[config.mk]
export PLATFORM = sky130hd
export DESIGN_NAME = tt_um_or_and_selector
export DESIGN_NICKNAME = d
export VERILOG_FILES = /design/src/rtl/tt_um_or_and_selector_pkg.sv /design/src/rtl/tt_um_or_and_selector_or_and_unit.sv /design/src/rtl/tt_um_or_and_selector.sv
export SDC_FILE = /design/constraint.sdc
export NUM_CORES = 1
export LEC_CHECK = 0
export CAP_MARGIN = 20
export CORE_MARGIN = 2
export CORE_UTILIZATION = 28
export DETAILED_ROUTE_END_ITERATION = 12
export GPL_TIMING_DRIVEN = 0
export PLACE_DENSITY = 0.77
export SYNTH_ARGS = -nofsm -noshare
export SYNTH_HDL_FRONTEND = slang
export SYNTH_HIERARCHICAL = 1
export SYNTH_SLANG_ARGS = --single-unit
[constraint.sdc]
create_clock -name clk -period 0.9 [get_ports clk]
set_input_delay 0.18 -clock clk [delete_from_list [all_inputs] [get_ports clk]]
set_output_delay 0.18 -clock clk [all_outputs]
set_load 0.005 [all_outputs]
[src/rtl/tt_um_or_and_selector_pkg.sv]
// -----------------------------------------------------------------------------
// tt_um_or_and_selector_pkg
//
// Purpose:
//   Shared definitions for the OR/AND selector block: datapath width, the
//   default index of the operation-select bit, and the operation encoding.
//
// Contents:
//   DATA_W          - operand / result width (8)
//   DEF_SEL_BIT     - default ui_in bit that chooses the operation (7)
//   op_e            - OP_AND = 1'b0, OP_OR = 1'b1
//   data_t          - DATA_W-wide operand / result vector
//   apply_op()      - reference bitwise function shared by the datapath
// -----------------------------------------------------------------------------
package tt_um_or_and_selector_pkg;

    localparam int DATA_W      = 8;
    localparam int DEF_SEL_BIT = 7;

    // The select bit maps directly onto this encoding, so a plain cast of the
    // sampled bit yields the operation.
    typedef enum logic {
        OP_AND = 1'b0,
        OP_OR  = 1'b1
    } op_e;

    typedef logic [DATA_W-1:0] data_t;

    // Pure bitwise combine. No carry or sign handling: every result bit
    // depends only on the two operand bits at the same position.
    function automatic data_t apply_op(input data_t a, input data_t b, input op_e op);
        data_t y;
        y = '0;
        case (op)
            OP_AND:  y = a & b;
            OP_OR:   y = a | b;
            default: y = '0;
        endcase
        return y;
    endfunction

endpackage : tt_um_or_and_selector_pkg

[src/rtl/tt_um_or_and_selector_or_and_unit.sv]
// -----------------------------------------------------------------------------
// or_and_unit
//
// Purpose:
//   Purely combinational AND/OR datapath. Produces a & b or a | b across the
//   full width depending on the requested operation. Holds no state.
//
// Ports:
//   a   in  DATA_W  operand A
//   b   in  DATA_W  operand B
//   op  in  op_e    OP_AND or OP_OR
//   y   out DATA_W  combined result
// -----------------------------------------------------------------------------
module or_and_unit
    import tt_um_or_and_selector_pkg::*;
(
    input  logic [DATA_W-1:0] a,
    input  logic [DATA_W-1:0] b,
    input  op_e               op,
    output logic [DATA_W-1:0] y
);

    always_comb begin
        // NOTE: every output of a combinational block gets a value on every
        // path before any branching; an unassigned path infers a latch.
        y = '0;
        y = apply_op(a, b, op);
    end

endmodule : or_and_unit

[src/rtl/tt_um_or_and_selector.sv]
// -----------------------------------------------------------------------------
// tt_um_or_and_selector
//
// Purpose:
//   Registered bitwise AND/OR of two 8-bit operands. One bit of ui_in
//   (SEL_BIT, default 7) chooses the operation and also takes part in the
//   operation as an ordinary operand bit. One cycle of latency, no handshake.
//
// Parameters:
//   SEL_BIT  ui_in bit index selecting the operation (0 = AND, 1 = OR)
//
// Ports:
//   clk      in   1  rising-edge clock for all state
//   rst_n    in   1  synchronous reset, ACTIVE HIGH despite the name
//                    (1 = clear uo_out on the next rising edge)
//   ena      in   1  1 = load the new result, 0 = hold uo_out
//   ui_in    in   8  operand A (also carries the select bit)
//   uio_in   in   8  operand B
//   uo_out   out  8  registered result
//   uio_out  out  8  unused, tied to 8'h00
//   uio_oe   out  8  tied to 8'h00, all bidirectional pins are inputs
// -----------------------------------------------------------------------------
module tt_um_or_and_selector
    import tt_um_or_and_selector_pkg::*;
#(
    parameter int SEL_BIT = DEF_SEL_BIT
) (
    input  logic              clk,
    input  logic              rst_n,
    input  logic              ena,
    input  logic [DATA_W-1:0] ui_in,
    input  logic [DATA_W-1:0] uio_in,
    output logic [DATA_W-1:0] uo_out,
    output logic [DATA_W-1:0] uio_out,
    output logic [DATA_W-1:0] uio_oe
);

    op_e               op;
    logic [DATA_W-1:0] result;

    // The select bit is read straight from the operand; the same edge that
    // samples the operands therefore also decides the operation.
    assign op = op_e'(ui_in[SEL_BIT]);

    or_and_unit u_or_and_unit (
        .a  (ui_in),
        .b  (uio_in),
        .op (op),
        .y  (result)
    );

    // Reset is synchronous and active high; it wins over ena.
    always_ff @(posedge clk) begin
        // NOTE: sequential state uses non-blocking assignments so every
        // register samples pre-edge values regardless of statement order.
        if (rst_n) begin
            uo_out <= '0;
        end else if (ena) begin
            uo_out <= result;
        end
    end

    assign uio_out = '0;
    assign uio_oe  = '0;

endmodule : tt_um_or_and_selector

==> Word level (Yosys, flattened, before mapping) <==
Index checks and enable logic that the tools add are counted.
Widths: inputs -> output; s select.
{ "totals": {"ff_bits": 8, "in_bits": 19, "out_inout_bits": 24, "wordCells": 5} }
{ "op_classes": {"mux": 1, "bitwise_logic": 3} }
{ "op_table": {"columns": ["op", "n"], "rows": [
  ["$pmux 8 s2", 1],
  ["$and 8x8->8", 1],
  ["$or 8x8->8", 1],
  ["$not 1->1", 1]
]} }

==> Longest topological paths before layout <==
{ "logic_depth": {"word_depth": 2, "ltp_mapped": 4, "depth_no_buf": 3} }

==> By module <==
Netlist, hierarchy kept.
{ "by_module_without_submodules": {"columns": ["mod", "n_inst", "cells_each", "area_per_inst_um2", "seq_area_each_um2"], "rows": [
  ["tt_um_or_and_selector", 1, 43, 409.1, 160.2],
  ["or_and_unit", 1, 9, 101.3, 0.0]
]} }

==> Least setup slack after synthesis <==
OpenSTA, ideal clock, no wires.
{ "synth_timing": {"kind": "in2reg", "start": "input port ui_in[7]", "end": "register uo_out[6]", "setup_time_ns": 0.124, "t_arrival_ns": 0.747, "t_required_ns": 0.776, "slack_ns": 0.029, "stages": 4, "path_buffers": 1, "cell_sequence": "buf_6 maj3_2 mux2i_1 nor2_1"} }
{ "synth_via": {"elab_chain_len": 2} }
{ "synth_rtl": {"columns": ["item", "line_no", "text"], "rows": [
  ["start, declared", "tt_um_or_and_selector.sv:31", "input logic [DATA_W-1:0] ui_in,"],
  ["$not 1->1", "tt_um_or_and_selector_pkg.sv:34", "case (op)"],
  ["$pmux 8 s2 (*)", "tt_um_or_and_selector_pkg.sv:34", null],
  ["net result[6]", "tt_um_or_and_selector.sv:39", "logic [DATA_W-1:0] result;"],
  ["end signal, assigned", "tt_um_or_and_selector.sv:59", "uo_out <= result;"],
  ["end, declared", "tt_um_or_and_selector.sv:33", "output logic [DATA_W-1:0] uo_out,"]
]} }
The timed path passes the listed nets; every way through them passes the cells marked *.
A chain may end at the register's enable or synchronous reset.

==> Final worst setup path <==
{ "layout_timing": {"start": "register uo_out[6]", "end": "output port uo_out[6]"} }
No word-level cell between the ends.

==> flow_metrics.tcl <==
set metrics [dict create \
    status "finished, final reports clean" \
    drc_errors 0 \
    maxCapViolCount 0 \
    ant_nets 0 \
    num_antenna_cells 0 \
    vias 443 \
    fillerInstances 193 \
    intPower_uw 690 \
    syn_inst 52 \
    postCtsHoldBufs 0 \
    start_util_pct 29.6 \
    critPathSlowestCell "dfxtp_2" \
    synth_cell_types 8 \
    cts_max_level 1 \
    drt_iter0_drc 0 \
    p_comb_share_pct 27.1 \
    grt_util_all_layers_pct 10.2 \
    drive_gt1_share_pct 49.5 \
    p_clk_share_pct 29.3 \
    setup_viol 0 \
    gp_congestion 0.672 \
    die_w_microns 46.7 \
    power.switching_uw 215 \
    top_regs "uo_out x8" \
    gr-total-overflow 0 \
    layout_commonest_cell "buf_4" \
    cp.required_ns 0.72 \
    yosys_warnings 6 \
    p_per_area_nw_per_um2 1110 \
    period_needed_ns 0.859 \
    grt_pass1_vias 360 \
    avgViaCountPerCell 3.69 \
    cts-buffers-inserted 3 \
    grt_pass1_wl_mm 1.50 \
    grt_max_degree 9 \
    wire_per_inst_microns 8.82 \
    power_frac_seq_pct 43.6 \
    path_clk_slew_ns 0.05 \
    timing.hold.ws_ns 0.254 \
    yosys_register_bits 8 \
    regMostFlops "uo_out" \
    finalHoldViolations 0 \
    core_sq_um 1730 \
    rows 15 \
    finalInstanceArea_sq_um 815 \
    hold_class "in2reg" \
    fin_nets 116 \
    synthesis.area_sq_um 510 \
    ios 43 \
    ir_drop_mv 0.632 \
    cp_cell_sequence "buf_2" \
    crit_arrival_ns 0.68 \
    cts_root_buf "clkbuf_4" \
    cp_max_fo 2 \
    cp-start-kind "flip-flop" \
    largest_register_ffs 8 \
    cts_tree "built" \
    drtPass1Iterations 1 \
    cpLargestDelayFamily "flip-flops" \
    synth-seq-area-share_pct 31.4 \
    io_buffers 24 \
    leakagePower_uw 0.000451 \
    sw_frac_of_total_pct 23.7 \
    drt-total-wl_mm 1.06 \
    fin_util_pct 47.2 \
    die_h_microns 46.7 \
    grt_antenna_before_repair 0 \
    clock_skew_ns 0 \
    cpPeakStageDelay_ns 0.31 \
    clk_latency_ns 0.25 \
    end_kind "output port" \
    placed_cell_area_sq_um 838 \
    critPathKind "reg2out" \
    die_area_sq_um 2180 \
    rsz0062_at_grt "no" \
    max_freq_mhz 1160 \
    clkSinkCount 8 \
    clock_path_buffers 2 \
    postSynthAreaPerCell_sq_um 9.82 \
    syn2layout_area_growth_pct 59.6 \
    cp_num_buf_inv 1 \
    layout_common_cells "buf_4 (17), conb_1 (16), dlygate4sd2_1 (15)" \
    fin_crit_sh_pct 95.4 \
    maxSlewViolCount 0 \
]
## worst min-delay path, cell delays in order
cell     delay [ns]
buf_6          0.13
mux2i_1        0.08
nor2_1         0.07
## final timing paths
kind | from | endpoint | slack [ns] | cells after the start
max | uo_out[6] | uo_out[6] | 0.04 | 1
min | ena | uo_out[4] | 0.25 | 3
max reg2reg | uo_out[4] | uo_out[4] | 0.18 | 3
min reg2reg | uo_out[7] | uo_out[7] | 0.48 | 2
## cell families (layout without fill, tap and decap cells)
group | Yosys count | after routing | share of synthesized area (%)
simple gates | 8 | 8 | 5.88
other cells | 1 | 16 | 0.735
mux | 8 | 8 | 15.7
fa+ha+maj | 8 | 8 | 17.6
buf+inv | 19 | 47 | 28.7
flops | 8 | 8 | 31.4
## stage by stage
stage	TNS, ns	setup WS [ns]	power (uW)	cells
2_1_floorplan	0	0.0287	553	67
3_3_place_gp	-4.61	-0.499	684	116
3_5_place_dp	-4.73	-0.517	687	116
4_1_cts	0	0.000423	924	120
5_1_grt	0	0.0117	967	120
6_report	0	0.0412	904	120
## what timing repair did
item | CTS | global route
endpoints found under the hold margin | 0 | 0
setup endpoints to repair | 16 | 8
gates resized for setup | 57 | 1
pin swaps | 5 | 0
setup buffers | 1 | 0
## area by class of cell
type	count	area (sq um)	area share, %
flip-flops and latches	8	170	20.9
plain buffers	19	146	18.0
clock buffers	3	22.5	2.76
well taps	25	31.3	3.84
repair buffers	25	184	22.6
multi-input cells	40	260	32.0
## per-layer routing
metal	GRT usage, %	vias to the layer above	wire length [microns]
li1	-	223	-
met1	10.4	191	398
met2	17.5	29	488
met3	6.27	0	171
met4	3.33	0	0
met5	0	-	0
## synth_stat cells
library cell  number  area share (%)
buf_6              2             4.4
buf_1              1            0.73
buf_4             16              24
conb_1             1            0.73
mux2i_1            8              16
maj3_2             8              18
dfxtp_1            8              31
nor2_1             8             5.9
## power by group through the flow
stage / Sequential, uW / Clock, uW / Combinational [uW]
CTS: 395 / 282 / 247
global route: 397 / 298 / 272
finish: 394 / 265 / 245
floorplan: 400 / 0 / 153
global placement: 397 / 0 / 287
detailed placement: 398 / 0 / 289
No activity file was read; power rests on OpenSTA's default activity.
